### config.mk
export PLATFORM = sky130hd
export DESIGN_NAME = pc_branch_unit
export DESIGN_NICKNAME = d
export VERILOG_FILES = /design/src/rtl/pc_branch_unit.sv
export SDC_FILE = /design/constraint.sdc
export NUM_CORES = 1
export LEC_CHECK = 0
export ABC_CLOCK_PERIOD_IN_PS = 9020
export BUFFER_PORTS_ARGS = -buffer_cell sky130_fd_sc_hd__buf_2
export CELL_PAD_IN_SITES_DETAIL_PLACEMENT = 1
export CELL_PAD_IN_SITES_GLOBAL_PLACEMENT = 1
export CORE_UTILIZATION = 41
export CTS_CLUSTER_SIZE = 16
export DETAILED_ROUTE_END_ITERATION = 8
export GPL_TIMING_DRIVEN = 0
export PLACE_DENSITY = 0.9
export SKIP_CTS_REPAIR_TIMING = 1
export SLEW_MARGIN = 40
export SYNTH_ARGS = -nofsm -noshare
export SYNTH_HDL_FRONTEND = slang
export SYNTH_SLANG_ARGS = --single-unit
### constraint.sdc
create_clock -name clk -period 9.02 [get_ports clk]
set_input_delay 1.353 -clock clk [delete_from_list [all_inputs] [get_ports clk]]
set_output_delay 1.353 -clock clk [all_outputs]
set_load 0.05 [all_outputs]
### src/rtl/pc_branch_unit.sv
// Program counter and branch resolution: evaluates the branch condition on the registered
// N/Z/V flags, selects the next PC, counts retired instructions and latches halt.
//
//  state    | meaning
//  ---------+-------------------------------------------------------------
//  S_RUN    | PC advances every unstalled cycle, instr_cnt counts retires
//  S_HALTED | PC and instr_cnt frozen; left only through rst_n
module pc_branch_unit #(
   parameter logic [15:0] RESET_PC = 16'h0000
) (
   input  logic        clk,
   input  logic        rst_n,
   input  logic        N,
   input  logic        Z,
   input  logic        V,
   input  logic        br,
   input  logic [2:0]  ccc,
   input  logic [8:0]  br_off,
   input  logic        jal,
   input  logic [11:0] jal_off,
   input  logic        jr,
   input  logic [15:0] jr_tgt,
   input  logic        hlt,
   input  logic        stall,
   output logic [15:0] pc,
   output logic [15:0] pc_plus1,
   output logic [15:0] link_addr,
   output logic        taken,
   output logic        halted,
   output logic [15:0] instr_cnt
);

   typedef enum logic {S_RUN = 1'b0, S_HALTED = 1'b1} state_t;

   state_t      state, state_nxt;
   logic [15:0] pc_nxt, cnt_nxt;
   logic [15:0] br_tgt, jal_tgt;
   logic        cond_true;

   always_ff @(posedge clk or negedge rst_n) begin
      if (!rst_n) begin
         state     <= S_RUN;
         pc        <= RESET_PC;
         instr_cnt <= 16'h0000;
      end else begin
         state     <= state_nxt;
         pc        <= pc_nxt;
         instr_cnt <= cnt_nxt;
      end
   end

   always_comb begin
      state_nxt = state;
      if (state == S_RUN && hlt && !stall)
         state_nxt = S_HALTED;
   end

   always_comb begin
      cond_true = 1'b0;
      case (ccc)
         3'b000:  cond_true = !Z;
         3'b001:  cond_true = Z;
         3'b010:  cond_true = !Z && !N;
         3'b011:  cond_true = N;
         3'b100:  cond_true = !N;
         3'b101:  cond_true = N || Z;
         3'b110:  cond_true = V;
         default: cond_true = 1'b1;
      endcase
   end

   assign pc_plus1  = pc + 16'd1;
   assign link_addr = pc_plus1;
   assign br_tgt    = pc_plus1 + {{7{br_off[8]}}, br_off};
   assign jal_tgt   = pc_plus1 + {{4{jal_off[11]}}, jal_off};

   always_comb begin
      pc_nxt  = pc;
      cnt_nxt = instr_cnt;
      halted  = (state == S_HALTED);
      taken   = (state == S_RUN) && ((br && cond_true) || jal || jr);
      if (state == S_RUN && !stall) begin
         // the hlt edge retires hlt itself, so the count still advances
         cnt_nxt = instr_cnt + 16'd1;
         if (hlt)
            pc_nxt = pc;
         else if (jr)
            pc_nxt = jr_tgt;
         else if (jal)
            pc_nxt = jal_tgt;
         else if (br && cond_true)
            pc_nxt = br_tgt;
         else
            pc_nxt = pc_plus1;
      end
   end

endmodule

==> metrics.cfg, run 1 <==
[place]
gp_congestion=0.915
io_buffers=115
post-dp-hpwl_um=9980

[worst_setup_path]
reg2reg_from=pc[0]
r2r-end=pc[15]
r2r_cells=14
critical_path_class=primary input to primary output
startpoint_type=primary input
rrSetupSlack_ps=5150
required_ps=7670
cp.arrival_ps=2980
crit_fanout=10
worstSetupEndpointType=primary output

[power_and_ir_drop]
p_clk_share_pct=12.8
power_mw=1.13
combPwrFrac_pct=69.2
p_leak_nw=2.31
pwr-share-seq_pct=18.0
p_int_uw=521
p_switching_uw=611
cellPowerDensity_nw_per_um2=251
ir_drop_uv=162
swShare_pct=54.0

[detailed_routing]
vias=3783
drc=0
wl_um=12100
wl_per_cell_um=18.0
ant_nets=0
vias_per_cell=5.63
first_pass_iters=4
first_iter_violations=124

[die]
die_area_um2=9350
die_h_um=96.7
die_w_um=96.7
fp-row-count=34
core_um2=8720
start_util_pct=42.2
ios=116

[worst_hold_path]
whs_endpoint=instr_cnt[15]
hp-class=flop to flop
min_from=instr_cnt[15]
min_path_cells=1

[sta]
post-route-period-util_pct=48.1
fmax_mhz=231
final-max-slew-violation-count=0
hold_violations=0
rsz0062_at_grt=false
period_needed_ps=4340
fin_setup_tns_ps=0
worst_slew_pin_slew_ps=775
finalSetupViolCount=0
clock_skew_ps=2.75
slew_headroom_pct=47.9

[cts]
cts_sinks=33
h-tree-depth=2
clkTransAtPathRegs_ps=70
cts_buffers=5
clk-insertion-delay-late_ps=280
root_buffer=clkbuf_8
cts_tree=yes
cts_buffer_depth=2

[logic_synthesis]
avgSynthCellArea_um2=8.34
syn_nets=530
synth_cell_types=65
synth.cell_area_um2=3680
synth_warnings=0
yosysSeqAreaShare_pct=22.4
synth_ff_type=dfrtp_1
async_flop_share_pct=100
synth_edf_count=0
ys_seq_elements=33
postSynthCellCount=441

[layout]
n_antenna_cell=0
nets=652
area_growth_pct=22.7
utilization_pct=51.8
drive_gt1_share_pct=27.8

[global_routing]
antenna_found_initial=0
grt_overflow=0
grt_pass1_vias=3879
grt_max_degree=34
grt_util_all_layers_pct=26.1
grt_pass1_wl_um=20000

[run]
cap_violations=0

[outcome]
status=finished clean

## power groups by stage
stage / sequential, mW / clock, mW / combinational [mW]
2_1_floorplan: 0.281 / 0 / 0.517
3_3_place_gp: 0.203 / 0 / 0.755
3_5_place_dp: 0.206 / 0 / 0.779
4_1_cts: 0.204 / 0.146 / 0.783
5_1_grt: 0.209 / 0.154 / 0.842
6_report: 0.204 / 0.145 / 0.783
## sequential cells by signal (all words and copies together), names as in the netlist
register and count:
instr_cnt 16, pc 16, halted 1
## cell families (layout without fill, tap and decap cells)
logic type / after synthesis / after routing / share of synthesized area (%)
xor+xnor: 51 / 51 / 12.1
compound gates: 123 / 123 / 22.7
fa+ha+maj: 39 / 39 / 13.7
mux: 16 / 16 / 4.59
simple gates: 142 / 142 / 18.7
flops: 33 / 33 / 22.4
buf+inv: 37 / 160 / 5.68
## how the worst max path moves through the flow
stage,startpoint,endpoint,slack [ps]
4_1_cts,ccc[2],taken,4700
6_report,ccc[2],taken,4680
3_3_place_gp,ccc[2],taken,4780
3_5_place_dp,ccc[2],taken,4710
5_1_grt,ccc[2],taken,4610
2_1_floorplan,pc[0],pc[15],4770
## worst max-delay path, cell delays in order
cell	delay, ps
buf_2	150
nand2b_1	120
a31oi_1	130
o31ai_4	270
nand2_2	190
buf_2	230
a21oi_1	230
buf_2	310
## layout by cell type (no fill, tap or decap), types with 10 or more instances in the layout
master,instances
ha_1,37
xnor2_1,31
o21ai_1,14
nand3_1,15
and3_1,13
mux2i_1,12
o21ai_0,18
nand2_1,45
xor2_1,20
a21oi_1,32
buf_2,115
dfrtp_1,33
nor2_1,28
a21o_1,14
inv_1,10
buf_4,17
## routing by layer
metal | track usage, % | part of all wire, % | vias up
met2 | 47.6 | 51 | 94
met5 | 0 | 0 | -
met4 | 3.79 | 1.0 | 0
li1 | - | - | 1836
met3 | 2.89 | 3.1 | 14
met1 | 33.7 | 45 | 1839
## layout make-up
cell class / count / area, µm²
clock buffer: 7 / 86.3
buffer: 27 / 171
multi-input combinational: 371 / 2650
sequential: 33 / 826
tap: 108 / 135
inverter: 10 / 37.5
fill: 1117 / 4210
clock inverter: 1 / 30.0
timing repair buffer: 115 / 578
## per-stage QoR
step / std cells / cell area (µm²) / setup WS, ps / hold slack, ps
3_3_place_gp: 664 / 4390 / 4780 / 456
2_1_floorplan: 441 / 3680 / 4770 / 779
3_5_place_dp: 664 / 4390 / 4710 / 469
4_1_cts: 672 / 4510 / 4700 / 478
5_1_grt: 672 / 4510 / 4610 / 510
6_report: 672 / 4510 / 4680 / 479
## synthesized netlist by cell type, drive strengths merged, types with 12 or more instances
cell / instances / area, µm²
and3: 13 / 81.3
o21ai: 33 / 169
ha: 37 / 463
nand3: 15 / 75.1
xor2: 20 / 175
buf: 18 / 136
dfrtp: 33 / 826
nor2: 28 / 105
nand2: 47 / 181
a21o: 14 / 105
a21oi: 33 / 169
mux2i: 12 / 120
xnor2: 31 / 272
Power figures use the tool's default switching activity.
==> run 2: changes to the inputs <==
--- a/config.mk
+++ b/config.mk
@@ -5,15 +5,15 @@
 export SDC_FILE = /design/constraint.sdc
 export NUM_CORES = 1
 export LEC_CHECK = 0
-export ABC_CLOCK_PERIOD_IN_PS = 9020
+export ABC_CLOCK_PERIOD_IN_PS = 4050
 export BUFFER_PORTS_ARGS = -buffer_cell sky130_fd_sc_hd__buf_2
 export CELL_PAD_IN_SITES_DETAIL_PLACEMENT = 1
 export CELL_PAD_IN_SITES_GLOBAL_PLACEMENT = 1
-export CORE_UTILIZATION = 41
+export CORE_UTILIZATION = 38
 export CTS_CLUSTER_SIZE = 16
 export DETAILED_ROUTE_END_ITERATION = 8
 export GPL_TIMING_DRIVEN = 0
-export PLACE_DENSITY = 0.9
+export PLACE_DENSITY = 0.85
 export SKIP_CTS_REPAIR_TIMING = 1
 export SLEW_MARGIN = 40
 export SYNTH_ARGS = -nofsm -noshare
==> constraint.sdc (replaced) <==
create_clock -name clk -period 4.05 [get_ports clk]
set_input_delay 0.6075 -clock clk [delete_from_list [all_inputs] [get_ports clk]]
set_output_delay 0.6075 -clock clk [all_outputs]
set_load 0.05 [all_outputs]
==> run 2 against run 1 <==
  * Flip-flop and latch count unchanged
  * Core utilization decreased by 2.7 points
  * Worst hold slack worse by 220 ps
  * Global-route usage is 1.4 points lower
  * Die area rose by 7.7%
  * First-iteration DRC count rose by 49%
  * Register-to-register slack worse by 4900 ps
  * Non-clock buffer count did not move
  * Clock skew rose by 2.0 ps
  * Highest routed layer unchanged
==> metrics.cfg, run 2 (synthesized netlist as in run 1, its figures left out) <==
[layout]
layout_common_cells=buf_2, nand2_1, ha_1, dfrtp_1, a21oi_1
fillers=1191  ; +6.6%
nets=652  ; unchanged
stdcell_area_um2=4570  ; +1.3%
n_antenna_cell=0  ; unchanged
drive_gt1_share_pct=29.0  ; +1.1 points
area_growth_pct=24.3
layout_commonest_cell=buf_2

[sta]
final-max-slew-violation-count=0  ; unchanged
worst_slew_pin_slew_ps=658  ; -118 ps
post-route-period-util_pct=93.5
finalSetupViolCount=0  ; unchanged
slew_headroom_pct=56.2  ; +8.2 points
fmax_mhz=264
hold_violations=0  ; unchanged
period_needed_ps=3790
clock_skew_ps=4.72  ; +1.98 ps
fin_setup_tns_ps=0  ; unchanged
rsz0062_at_grt=false

[detailed_routing]
dr_wl_met2_um=6030  ; -2.1%
first_pass_iters=5  ; +1
wl_um=12100  ; +0.24%
drc=0  ; unchanged
vias=3824  ; +1.1%
top_layer=met4
wl_met1_um=5470  ; +0.70%
dr_wl_met3_um=458  ; +22%
first_iter_violations=185  ; +49%
ant_nets=0  ; unchanged
vias_per_cell=5.53  ; -1.8%
wl_per_cell_um=17.5  ; -2.7%

[run]
cap_violations=0  ; unchanged

[place]
io_buffers=115  ; unchanged
post-dp-hpwl_um=9960  ; -0.25%
placed_area_um2=4470  ; +1.6%
gp_congestion=0.881  ; -3.7%

[cts]
cts_buffers=5  ; unchanged
clk-insertion-delay-late_ps=280  ; about the same
root_buffer=clkbuf_8
cts_sinks=33  ; unchanged
cts_buffer_depth=2  ; unchanged
h-tree-depth=2  ; unchanged
clkTransAtPathRegs_ps=70  ; about the same
cts_tree=yes

[worst_setup_path]
worstSetupEndpointType=flop
crit_fanout=7  ; -3
startpoint_type=flop
required_ps=4210  ; -3460 ps
cp.arrival_ps=3950  ; +970 ps
critical_path_class=flop to flop

[global_routing]
grt_max_degree=34  ; unchanged
grt_pass1_vias=3953  ; +1.9%
grt_overflow=0  ; unchanged
antenna_found_initial=0  ; unchanged
grt_pass1_wl_um=19500  ; -2.5%
grt_util_all_layers_pct=24.7  ; -1.4 points

[die]
die_w_um=100  ; +3.8%
start_util_pct=39.4  ; -2.7 points
ios=116  ; unchanged
die_h_um=100  ; +3.8%
die_area_um2=10100  ; +7.7%
core_um2=9330  ; +7.0%
fp-row-count=35  ; +2.9%

[power_and_ir_drop]
cellPowerDensity_nw_per_um2=537  ; +110%
p_leak_nw=2.32  ; +0.49%
ir_drop_uv=406  ; +150%

[outcome]
status=finished clean

[worst_hold_path]
hp-class=primary input to asynchronous set/reset pin

-- run 2: path summary, 6_finish.rpt --
path	startpoint	end	slack, ps	cells after the start
setup / recovery	pc[0]	pc[15]	260	14
hold / removal	rst_n	instr_cnt[15]	260	1
setup reg to reg	pc[0]	pc[15]	260	14
hold reg to reg	instr_cnt[15]	instr_cnt[15]	470	1
max in group asynchronous	rst_n	pc[6]	3470	1
min in group clk	instr_cnt[15]	instr_cnt[15]	470	1
-- run 2: per-layer routing --
metal  track usage (%)  vias up
li1                  -     1831
met1              32.0     1863
met2              44.3      115
met3              2.58       15
met4              5.13        0
met5                 0        -
-- run 2: stage by stage --
step | hold slack (ps) | cells | power [mW] | worst slack (ps) | utilization (%)
2_1_floorplan | 312 | 441 | 1.79 | 73.7 | -
3_3_place_gp | 456 | 685 | 2.14 | 333 | 47.8
3_5_place_dp | 465 | 685 | 2.20 | 240 | 47.9
4_1_cts | 417 | 692 | 2.46 | 185 | 48.8
5_1_grt | 293 | 692 | 2.61 | 17.4 | 49.0
6_report | 260 | 692 | 2.46 | 263 | 49.0
-- run 2: critical path: stages (launching register included) --
cell and delay (ps):
dfrtp_1 490, ha_1 250, nand4_1 250, inv_1 150
and2_1 170, xor2_2 310, ha_1 360, a21oi_1 230
o21ai_1 120, a21oi_1 210, a21oi_1 110, or3_1 330
a32oi_1 360, mux2i_1 240, nand3_1 90
-- run 2: area by class of cell --
cell class / instances / area (µm²) / area share, %
Buffer: 27 / 171 / 3.75
Tap cell: 129 / 161 / 3.53
Sequential cell: 33 / 826 / 18.1
Multi-Input combinational cell: 371 / 2710 / 59.3
Clock buffer: 7 / 86.3 / 1.89
Inverter: 10 / 37.5 / 0.821
Timing Repair Buffer: 115 / 578 / 12.6
-- run 2: report_power, final --
part	switching (mW)	leakage (nW)	total, mW	internal, mW
logic	1.15	1.85	1.74	0.585
clock network	0.118	0.0443	0.253	0.135
registers	0.0813	0.427	0.462	0.381
total	1.35	2.32	2.46	1.10
